===== src/rtl/tree_result_collector.sv =====
// Merges the two lane results from the last tree level into one FIFO and presents them in arrival
// order on a valid/ready port. The tree cannot stall, so entries that do not fit are dropped and counted.
module tree_result_collector #(
    parameter int PACKET_WIDTH = 104,
    parameter int NODE_WIDTH   = 40,
    parameter int FIFO_DEPTH   = 8,
    parameter int CNT_WIDTH    = 16
) (
    input  logic                          clk,
    input  logic                          RST,
    input  logic [PACKET_WIDTH-1:0]       packet_in1,
    input  logic                          data_valid_in1,
    input  logic [NODE_WIDTH-1:0]         node_in1,
    input  logic                          matched_in1,
    input  logic [PACKET_WIDTH-1:0]       packet_in2,
    input  logic                          data_valid_in2,
    input  logic [NODE_WIDTH-1:0]         node_in2,
    input  logic                          matched_in2,
    output logic [PACKET_WIDTH-1:0]       res_packet,
    output logic [NODE_WIDTH-1:0]         res_node,
    output logic                          res_matched,
    output logic                          res_lane,
    output logic                          res_valid,
    input  logic                          res_ready,
    output logic [$clog2(FIFO_DEPTH):0]   fifo_count,
    output logic                          fifo_full,
    output logic                          fifo_empty,
    output logic [CNT_WIDTH-1:0]          drop_count
);

    localparam int PTR_W   = $clog2(FIFO_DEPTH);
    localparam int ENTRY_W = PACKET_WIDTH + NODE_WIDTH + 2;

    logic [PTR_W-1:0]     wr_ptr_reg, wr_ptr_next;
    logic [PTR_W-1:0]     rd_ptr_reg, rd_ptr_next;
    logic [PTR_W:0]       count_reg, count_next;
    logic [CNT_WIDTH-1:0] drop_reg, drop_next;
    logic [CNT_WIDTH:0]   drop_sum;
    logic [ENTRY_W-1:0]   mem [FIFO_DEPTH];

    logic                 pop;
    logic [PTR_W+1:0]     free;
    logic [1:0]           offered, writes, drops;
    logic                 wr0_en, wr1_en;
    logic [ENTRY_W-1:0]   entry1, entry2, slot0_data, head;
    logic [PTR_W-1:0]     wr_ptr_plus1;
    logic [FIFO_DEPTH-1:0] we0, we1;

    // Entry layout: {packet, node, matched, lane}
    assign entry1       = {packet_in1, node_in1, matched_in1, 1'b0};
    assign entry2       = {packet_in2, node_in2, matched_in2, 1'b1};
    assign slot0_data   = data_valid_in1 ? entry1 : entry2;
    assign wr_ptr_plus1 = wr_ptr_reg + 1'b1;

    assign pop     = (count_reg != '0) && res_ready;
    assign free    = (PTR_W+2)'(FIFO_DEPTH) - {1'b0, count_reg} + {{(PTR_W+1){1'b0}}, pop};
    assign offered = {1'b0, data_valid_in1} + {1'b0, data_valid_in2};

    // Slot 0 takes the first valid lane, slot 1 only ever takes lane 2 behind lane 1.
    always_comb begin
        wr0_en = 1'b0;
        wr1_en = 1'b0;
        if (free >= (PTR_W+2)'(2)) begin
            wr0_en = data_valid_in1 | data_valid_in2;
            wr1_en = data_valid_in1 & data_valid_in2;
        end else if (free == (PTR_W+2)'(1)) begin
            wr0_en = data_valid_in1 | data_valid_in2;
        end
    end

    assign writes = {1'b0, wr0_en} + {1'b0, wr1_en};
    assign drops  = offered - writes;

    always_comb begin
        wr_ptr_next = wr_ptr_reg + PTR_W'(writes);
        rd_ptr_next = rd_ptr_reg + PTR_W'(pop);
        count_next  = count_reg + (PTR_W+1)'(writes) - (PTR_W+1)'(pop);
        drop_sum    = {1'b0, drop_reg} + (CNT_WIDTH+1)'(drops);
        drop_next   = drop_sum[CNT_WIDTH] ? '1 : drop_sum[CNT_WIDTH-1:0];
    end

    always_ff @(posedge clk or posedge RST) begin
        if (RST) begin
            wr_ptr_reg <= '0;
            rd_ptr_reg <= '0;
            count_reg  <= '0;
            drop_reg   <= '0;
        end else begin
            wr_ptr_reg <= wr_ptr_next;
            rd_ptr_reg <= rd_ptr_next;
            count_reg  <= count_next;
            drop_reg   <= drop_next;
        end
    end

    for (genvar gi = 0; gi < FIFO_DEPTH; gi++) begin : g_we
        assign we0[gi] = wr0_en && (wr_ptr_reg == PTR_W'(gi));
        assign we1[gi] = wr1_en && (wr_ptr_plus1 == PTR_W'(gi));
    end

    // Storage needs no reset: the zeroed count makes old contents unreachable.
    always_ff @(posedge clk) begin
        for (int i = 0; i < FIFO_DEPTH; i++) begin
            if (we0[i]) begin
                mem[i] <= slot0_data;
            end else if (we1[i]) begin
                mem[i] <= entry2;
            end
        end
    end

    assign head       = mem[rd_ptr_reg];
    assign res_valid  = (count_reg != '0);
    assign {res_packet, res_node, res_matched, res_lane} = res_valid ? head : '0;
    assign fifo_count = count_reg;
    assign fifo_full  = (count_reg == (PTR_W+1)'(FIFO_DEPTH));
    assign fifo_empty = (count_reg == '0);
    assign drop_count = drop_reg;

endmodule


===== config.mk =====
export PLATFORM = sky130hd
export DESIGN_NAME = tree_result_collector
export DESIGN_NICKNAME = d
export VERILOG_FILES = /design/src/rtl/tree_result_collector.sv
export SDC_FILE = /design/constraint.sdc
export NUM_CORES = 2
export LEC_CHECK = 0
export ABC_AREA = 0
export CORE_MARGIN = 8
export CORE_UTILIZATION = 32
export CTS_BUF_LIST = sky130_fd_sc_hd__clkbuf_8
export DETAILED_ROUTE_END_ITERATION = 8
export SLEW_MARGIN = 40
export SYNTH_ARGS = -nofsm -noshare
export SYNTH_HDL_FRONTEND = slang
export SYNTH_SLANG_ARGS = --single-unit

===== constraint.sdc =====
create_clock -name clk -period 14.7 [get_ports clk]
set_clock_uncertainty 0.15 [all_clocks]
set_input_delay 2.94 -clock clk [delete_from_list [all_inputs] [get_ports clk]]
set_output_delay 2.94 -clock clk [all_outputs]
set_load 0.01 [all_outputs]

==> summary.md <==
| Metric | Value |
|---|---|
| Vias | `35,336` |
| CTS root buf | `clkbuf_8` |
| Power density cells | `195 nW/um^2` |
| Synthesized area | `60,900 um^2` |
| Core area | `190,000 um^2` |
| Worst-Margin Slew | `0.879 ns` |
| Ratio of cells with drive above 1 in the final layout | `0.213` |
| Total I/O pin count | `464` |
| Simple-Gate Fraction of Synth Area | `0.0148` |
| Rows | `160` |
| Largest net degree at the start of global routing | `100` |
| # hold bufs at CTS | `0` |
| Complex-gate fraction of the synthesized area | `0.0250` |
| Cells along the critical path | `buf_4, buf_4, buf_12, mux4_2, mux2i_1, nor2_1, clkdlybuf4s50_1` |
| Post-cts resize count | `0` |
| RSZ-0062 raised after global routing | `no` |
| Biggest register | `mem` |
| Vias in the first global route | `38,401` |
| Nets | `4,323` |
| Drt initial violations | `2,662` |
| DIE HEIGHT | `452 um` |
| Synth Area in Adders | `0.00501` |
| Die ar. | `205,000 um^2` |
| Input/output buffers | `463` |
| Worst hold path type | `register to register` |
| FFs w/ async S/R, synth | `0.0218` |
| Placer Congestion | `0.762` |
| F_max | `0.126 GHz` |
| CP most frequent cell | `buf_4` |
| Final TNS setup | `0 ns` |
| Drt wl/cell | `28.0 um` |
| Post-CTS Setup Bufs | `0` |
| Synth Area in XOR/XNOR | `0.00187` |
| Final setup fails | `0` |
| WS Path Type | `register to output port` |
| Final min period | `7.92 ns` |
| Ys Warns | `0` |
| Post-synthesis mux area share | `0.347` |
| Arrival time at the worst endpoint | `4.83 ns` |
| FF+latch count, synth | `1,194` |
| Critical path fanouts, max | `43` |
| Dpl ws | `6.64 ns` |
| Status | `finished clean` |
| Starting Density | `0.321` |
| Number of max-cap violations | `0` |
| Via density per instance | `5.29` |
| Overall power | `14,100 uW` |
| Startpoint type of the worst setup path | `register` |
| Area after DPL | `68,600 um^2` |
| Critical path's slowest cell | `dfrtp_4` |
| Fillers | `17,520` |
| Clk buf depth | `3` |
| Die width | `452 um` |
| P_leak | `0.0243 uW` |
| Design area | `72,400 um^2` |
| TritonCTS clock tree | `done` |
| First-pass GRT wire length | `270,000 um` |
| Syn avg cell area | `17.4 um^2` |
| Setup ws final | `6.78 ns` |
| DRT antenna net count | `0` |
| Initial antenna violation count | `22` |
| Drt total wl | `187,000 um` |
| Gr usage total | `0.178` |
| Mapped Cells | `3,506` |
| Total CTS buffers | `210` |
| EDFF count, synth | `1,167` |
| Worst vdd ir | `0.156 mV` |
| Worst slew margin | `0.414` |
| Synth cell types | `51` |
| CP peak stage delay | `0.85 ns` |
| Period utilization | `0.539` |
| Fin Hold WS | `0.380 ns` |
| Clock transition at the registers of the reported paths | `0.06 ns` |
| Depth of the CTS H-tree | `4` |
| Largest family of logic cells by synthesized area | `multiplexers` |
| Insertion delay to the later sink of the worst-skew pair | `0.93 ns` |
| GRT overflow | `0` |
| Drt pass-1 iters | `5` |
| Hpwl dp | `106,000 um` |
| Area grow syn2layout | `18.9%` |
| DRC violations left | `0` |
| Worst setup EP type | `output port` |
| Synth Net Count | `3,823` |
| Worst EP required | `11.61 ns` |
| Sink Count | `1,194` |
| Sequential area share after synthesis | `0.586` |
| Max reg flops | `1,168` |
| Slew Viols, Final | `0` |
| Fin. Hold Viols | `0` |
| Primary FF master, synth | `edfxtp_1` |
## cell usage after synthesis, drive strengths merged (4+ instances only)
master     n  area [um^2]
nor2     151          567
fa         4         80.1
o21ai      5         25.0
mux4     292         6580
buf      159          772
a22o     145         1270
mux2i    146         1460
inv       21         78.8
clkbuf   102          383
a31o       4         35.0
and3       4         25.0
nand2     24         90.1
mux2    1163        13100
nand3      7         35.0
a21oi      8         43.8
dfrtp     26          651
xor2      10         87.6
nand2b    10         62.6
nand4      5         31.3
edfxtp  1167        35000
and2       4         25.0
ha        18          225
## kinds of logic after synthesis
kind of cell,after synthesis
simple gates,215
mux,1601
compound gates,179
xor+xnor,13
fa+ha+maj,22
flops,1194
buf+inv,282
## cell type report
cell class	instances	area (um^2)	share of cell area
clock buffer	213	2930	0.0405
multi-input combinational	2030	24100	0.333
clock inverter	150	754	0.0104
timing repair buffer	549	5620	0.0775
antenna	12	30.0	0.000415
tap	2511	3140	0.0434
inverter	21	86.3	0.00119
sequential	1194	35700	0.493
## critical path, delay by kind of cell, from the launching register on
family                 cells  cell delay [ns]
flip-flops                 1             0.85
multiplexers               2             0.85
buffers and inverters      4             1.99
AND/OR/NAND/NOR            1             0.09
## per-stage QoR
stage / util / instances
after global placement: 0.361 / 6293
after global routing: 0.382 / 6677
after detailed placement: 0.362 / 6301
after CTS: 0.381 / 6664
final: 0.382 / 6680
after floorplan: - / 3506
## power by group
part	total, uW	leakage [uW]	internal, uW	switching, uW
clock	2800	0.00220	1390	1410
combinational	6000	0.0111	2670	3330
sequential	5320	0.0110	5040	285
total	14100	0.0243	9100	5020
## cells in the final DEF (no fill, tap or decap), types with 10 or more instances in the layout
| master | instances |
|---|---|
| mux2i_1 | 146 |
| diode_2 | 12 |
| mux2_1 | 922 |
| nand2_1 | 24 |
| inv_1 | 105 |
| nand2b_1 | 10 |
| mux2_2 | 241 |
| buf_4 | 50 |
| mux4_2 | 292 |
| clkdlybuf4s50_1 | 462 |
| clkbuf_8 | 214 |
| buf_12 | 15 |
| a22o_1 | 145 |
| ha_1 | 18 |
| clkinv_2 | 13 |
| nor2_1 | 151 |
| xor2_1 | 10 |
| edfxtp_1 | 1167 |
| clkinv_1 | 33 |
| dfrtp_1 | 23 |
| buf_6 | 17 |
## layer usage
metal  global-route usage  vias up  part of all wire  wire length (um)
met3               0.0282      254             0.050              9310
met5                    0        -          0.000069                13
met1                0.232    18712              0.43             79700
met2                0.307     1036              0.50             94100
met4               0.0528        2             0.022              4040
li1                     -    15332                 -                 -
## worst paths after layout
path                               start        endpoint  slack, ns  depth (start not counted)
max in group asynchronous            RST   rd_ptr_reg[2]      11.74                          2
max reg2reg                fifo_count[3]   drop_count[8]       9.27                         18
max                        rd_ptr_reg[1]  res_packet[34]       6.78                          7
min in group asynchronous            RST   fifo_count[3]       2.22                          2
min                            mem[4][0]       mem[4][0]       0.38                          1
min reg2reg                    mem[4][0]       mem[4][0]       0.38                          1
Note: power is estimated with default switching activity, not from simulation.
